File: config.mk
export PLATFORM = sky130hd
export DESIGN_NAME = seq_divider_p
export DESIGN_NICKNAME = d
export VERILOG_FILES = /design/src/rtl/seq_divider_p.sv
export SDC_FILE = /design/constraint.sdc
export NUM_CORES = 1
export LEC_CHECK = 0
export BUFFER_PORTS_ARGS = -buffer_cell sky130_fd_sc_hd__buf_4
export CORE_MARGIN = 3
export CORE_UTILIZATION = 25
export CTS_CLUSTER_DIAMETER = 60
export DETAILED_ROUTE_END_ITERATION = 7
export SYNTH_ARGS = -nofsm -noshare
export SYNTH_HDL_FRONTEND = slang
export SYNTH_SLANG_ARGS = --single-unit
File: constraint.sdc
create_clock -name Clk -period 4 [get_ports Clk]
set_clock_uncertainty 0.05 [all_clocks]
set_input_delay 0.2 -clock Clk [delete_from_list [all_inputs] [get_ports Clk]]
set_output_delay 0.2 -clock Clk [all_outputs]
set_load 0.02 [all_outputs]
File: src/rtl/seq_divider_p.sv
// Multi-cycle restoring divider, one quotient bit per clock, with signed/unsigned
// operands, divide-by-zero and MIN/-1 overflow flagging, Busy level and Done pulse.
module seq_divider_p #(
  parameter int WIDTH = 16
) (
  input  logic             Clk,
  input  logic             Rst_n,
  input  logic             St,
  input  logic             Signed_mode,
  input  logic [WIDTH-1:0] Dividend,
  input  logic [WIDTH-1:0] Divisor,
  output logic [WIDTH-1:0] Quotient,
  output logic [WIDTH-1:0] Remainder,
  output logic             Overflow,
  output logic             Busy,
  output logic             Done
);

  localparam int CW = $clog2(WIDTH + 1);
  localparam logic [CW-1:0] LAST = CW'(WIDTH - 1);
  localparam logic [WIDTH-1:0] MIN_VAL = {1'b1, {(WIDTH-1){1'b0}}};

  typedef enum logic [1:0] {IDLE, DIV, ZERO, FIX} state_t;

  state_t           state_reg;
  logic [WIDTH-1:0] dvd_reg;
  logic [WIDTH-1:0] dvs_reg;
  logic [WIDTH-1:0] rem_reg;
  logic [CW-1:0]    cnt_reg;
  logic             sign_q_reg;
  logic             sign_r_reg;
  logic             ovf_reg;

  logic             dvd_neg;
  logic             dvs_neg;
  logic [WIDTH-1:0] dvd_abs;
  logic [WIDTH-1:0] dvs_abs;
  logic             min_by_neg1;
  logic [WIDTH:0]   shifted;
  logic [WIDTH:0]   trial;

  assign dvd_neg     = Signed_mode & Dividend[WIDTH-1];
  assign dvs_neg     = Signed_mode & Divisor[WIDTH-1];
  assign dvd_abs     = dvd_neg ? -Dividend : Dividend;
  assign dvs_abs     = dvs_neg ? -Divisor : Divisor;
  assign min_by_neg1 = Signed_mode && (Dividend == MIN_VAL) && (Divisor == '1);

  // The kept partial remainder is always below the divisor, so WIDTH bits hold it;
  // only the shifted value and the trial difference need the extra bit.
  assign shifted = {rem_reg, dvd_reg[WIDTH-1]};
  assign trial   = shifted - {1'b0, dvs_reg};

  always_ff @(posedge Clk or negedge Rst_n) begin
    if (!Rst_n) begin
      state_reg  <= IDLE;
      dvd_reg    <= '0;
      dvs_reg    <= '0;
      rem_reg    <= '0;
      cnt_reg    <= '0;
      sign_q_reg <= 1'b0;
      sign_r_reg <= 1'b0;
      ovf_reg    <= 1'b0;
      Quotient   <= '0;
      Remainder  <= '0;
      Overflow   <= 1'b0;
      Busy       <= 1'b0;
      Done       <= 1'b0;
    end else begin
      Done <= 1'b0;
      case (state_reg)
        IDLE: begin
          if (St) begin
            Busy <= 1'b1;
            if (Divisor == '0) begin
              dvd_reg   <= Dividend;
              state_reg <= ZERO;
            end else begin
              dvd_reg    <= dvd_abs;
              dvs_reg    <= dvs_abs;
              sign_q_reg <= dvd_neg ^ dvs_neg;
              sign_r_reg <= dvd_neg;
              ovf_reg    <= min_by_neg1;
              rem_reg    <= '0;
              cnt_reg    <= '0;
              state_reg  <= DIV;
            end
          end
        end
        DIV: begin
          // dvd_reg shifts out dividend bits at the top and collects quotient bits at the bottom
          if (!trial[WIDTH]) begin
            rem_reg <= trial[WIDTH-1:0];
            dvd_reg <= {dvd_reg[WIDTH-2:0], 1'b1};
          end else begin
            rem_reg <= shifted[WIDTH-1:0];
            dvd_reg <= {dvd_reg[WIDTH-2:0], 1'b0};
          end
          cnt_reg <= cnt_reg + CW'(1);
          if (cnt_reg == LAST) state_reg <= FIX;
        end
        FIX: begin
          Quotient  <= sign_q_reg ? -dvd_reg : dvd_reg;
          Remainder <= sign_r_reg ? -rem_reg : rem_reg;
          Overflow  <= ovf_reg;
          Done      <= 1'b1;
          Busy      <= 1'b0;
          state_reg <= IDLE;
        end
        ZERO: begin
          Quotient  <= '1;
          Remainder <= dvd_reg;
          Overflow  <= 1'b1;
          Done      <= 1'b1;
          Busy      <= 1'b0;
          state_reg <= IDLE;
        end
        default: state_reg <= IDLE;
      endcase
    end
  end

endmodule

==> results.md <==
* Leak at 3.07 nW
* Site Rows at 55
* Grt met3 use at 0.0291
* Crit-path most repeated cell: o21ai_0
* DP Area at 6780 um^2
* Initial antenna violation count at 0
* Yosys warnings at 0
* IO Port Bufs at 70
* I/O Pins at 71
* Core box area at 23000 um^2
* Clock sinks at 93
* Post-synthesis async set-or-reset flop share at 1.00
* Largest net degree at the start of global routing at 59
* Sequential cell area fraction in the yosys report at 0.391
* Die area at 25700 um^2
* Post-synthesis register bit count at 93
* Final Hold Fails at 0
* Met1 Use GR at 0.187
* Worst EP required at 4.15 ns
* Max-Cap Viols at 0
* Via count at 5072
* Routability cong. at 0.853
* Mapped Nets at 731
* Largest stage delay on the critical path at 0.39 ns
* Pre-CTS setup slack at 0.986 ns
* Number of global-route vias before repair at 5048
* H-tree levels at 3
* Net count, final at 787
* Register area at 2330 um^2
* CTS Root Cell: clkbuf_16
* Max_slew headroom at 0.398
* Initial core utilization at 0.259
* Min cycle time layout at 3.02 ns
* CP cell instances: inv_1 -> ha_1 -> fa_1 -> nand2b_1 -> a21oi_1 -> o21ai_0 -> o21ai_1 -> xor2_2 -> buf_4 -> mux2i_1 -> o21ai_0
* Diode count at 0
* Post-Synth XOR/XNOR Area at 0.101
* Final Max Slew Viols at 0
* Post-synth EDFFs at 0
* P per Cell Area at 945 nW/um^2
* Final Core Density at 0.307
* Detailed placement HPWL at 12500 um
* Startpoint Class: flip-flop
* Layout cells sized above 1 at 0.139
* Worst hold path class: in -> reg
* Number of CTS-inserted buffers at 9
* Area of the multi-input gates at 3360 um^2
* Maximum clock frequency at 331 MHz
* Finished Cell Area at 7070 um^2
* FILL cells at 2429
* Busiest layer in global routing: met2
* Area delta synth->final at 18.8%
* Synth Area in Compound Gates at 0.213
* Unrepaired setup endpoints after global routing: false
* Global route total overflow at 0
* Crit end category: flip-flop
* GRT met2 Usage at 0.207
* Most used DFF post-synth: dfrtp_1
* Drt via density at 4.85
* Antenna Violating Nets Remaining at 0
* Simple-Gate Fraction of Synth Area at 0.156
* Worst slew pin tran at 0.903 ns
* Total track usage at 0.132
* Tcrit/Tclk final at 0.755
* Chip height at 160 um
* Post-Route WL at 16500 um
* Critical path's slowest cell: fa_1
* Synth unique cells at 56
* Pre-antenna DRT Iters at 5
* Critical path arrival at 3.17 ns
* Cell Area, Synth at 5950 um^2
* Status: complete, no violations
* Power Total at 6.68 mW
* CP max FO at 17
* Syn Area/Cell at 8.86 um^2
* Worst skew pair latency at 0.35 ns
* Setup ws final at 0.980 ns
* Peak VDD IR at 0.000347 V
* Final setup TNS at 0 ns
* CTS tree: done
* Final Setup Violations at 0
* Worst-path clk slew at 0.07 ns
* Global-route wire length before repair at 27500 um
* Critical setup path kind: reg -> reg
* DR DRC count at 0
* Post_cts resized at 0
* Initial DRC count at 382
* Main combinational cell family by area after synthesis: compound AO/OA/AOI/OAI gates
* Clock Path Buffers at 2
* Mux contribution to synthesized area at 0.0427
* Gate Count Post-Synth at 671
* DR WL/cell at 15.8 um
* Die X-Extent at 160 um
* Adder-cell share of the synthesized area at 0.0517
## final timing paths
check | endpoint | from | cells past startpoint | slack, ns
min in group asynchronous | Quotient[3] | Rst_n | 2 | 0.42
worst max-delay path | rem_reg[12] | dvd_reg[15] | 11 | 0.98
worst min register to register | dvs_reg[13] | dvs_reg[13] | 2 | 0.43
worst min-delay path | dvd_reg[8] | Dividend[8] | 3 | 0.09
worst max register to register | rem_reg[12] | dvd_reg[15] | 11 | 0.98
max in group asynchronous | Remainder[1] | Rst_n | 3 | 2.52
## cell type report
class	instances	share of cell area
Tap cell	313	0.0554
Multi-Input combinational cell	514	0.475
Timing Repair Buffer	79	0.0843
Sequential cell	93	0.329
Clock inverter	4	0.00319
Clock buffer	12	0.0363
Inverter	30	0.0159
## layer usage
metal	routed length, um	part of all wire	up-vias
met3	602	0.036	15
met4	191	0.012	0
met5	0	0	-
met2	7470	0.45	101
met1	8260	0.50	2453
li1	-	-	2503
## cell families after synthesis
kind of cell    after synthesis
flops                        93
fa+ha+maj                    24
xor+xnor                     68
mux                          25
buf+inv                      64
simple gates                197
compound gates              200
## worst max-delay path: cells and delay by family, from the launching register on
family / cells / cell delay [ns]
fa+ha+maj: 2 / 0.62
buf+inv: 2 / 0.40
simple gates: 1 / 0.18
mux: 1 / 0.24
compound gates: 4 / 0.85
flops: 1 / 0.38
xor+xnor: 1 / 0.14
## report_power, final
group | internal (mW) | switching, mW
sequential | 1.43 | 0.580
combinational | 1.73 | 2.12
clock | 0.452 | 0.364
total | 3.61 | 3.06
## Yosys cell counts (2+ instances only)
master	instances	area, um^2
a22o_1	3	26.3
a22oi_1	8	60.1
a21oi_1	37	185
ha_1	23	288
o31ai_1	16	120
o22a_1	14	123
inv_1	30	113
a21boi_0	2	15.0
xnor2_1	26	228
nand4_1	5	31.3
nand2_1	78	293
nor2_1	49	184
clkbuf_1	24	90.1
and2_1	5	31.3
dfrtp_1	93	2330
buf_4	2	15.0
a31oi_1	8	50.1
o21ai_1	17	85.1
o21ai_0	52	260
buf_2	5	25.0
o22ai_1	5	31.3
a21o_1	12	90.1
o21a_1	3	22.5
buf_1	2	7.51
a211oi_1	4	30.0
nor3_1	6	30.0
nand3_1	14	70.1
or3_1	8	50.1
o211ai_1	2	15.0
nand3b_1	2	15.0
xor2_1	41	359
or4_1	8	60.1
a2111oi_0	2	17.5
nand2b_1	10	62.6
a221o_1	4	40.0
mux2_2	3	33.8
and3_1	2	12.5
nor2b_1	2	12.5
o41ai_1	5	43.8
mux2i_1	22	220
nor4_1	2	12.5
## per-stage QoR
stage	hold slack, ns	instances
after global placement	0.277	1028
after global routing	0.0886	1045
final	0.0888	1045
after CTS	0.0689	1045
after floorplan	-0.146	671
after detailed placement	0.274	1028
## layout by cell type (no fill, tap or decap), types with 3 or more instances in the layout
master,instances
dfrtp_1,93
nand2_1,78
buf_4,78
o21ai_0,52
nor2_1,49
xor2_1,41
a21oi_1,37
inv_1,30
xnor2_1,26
ha_1,23
mux2i_1,22
o21ai_1,17
o31ai_1,16
o22a_1,14
nand3_1,14
a21o_1,12
nand2b_1,10
clkbuf_16,9
or3_1,8
or4_1,8
a31oi_1,8
a22oi_1,8
nor3_1,6
o41ai_1,5
and2_1,5
nand4_1,5
o22ai_1,5
a221o_1,4
a211oi_1,4
mux2_2,3
o21a_1,3
a22o_1,3
clkinv_2,3
## what timing repair did
action	in CTS	in global routing
buffers inserted	0	0
hold endpoints to repair	57	0
hold buffers	1	0
No activity file was read; power rests on OpenSTA's default activity.
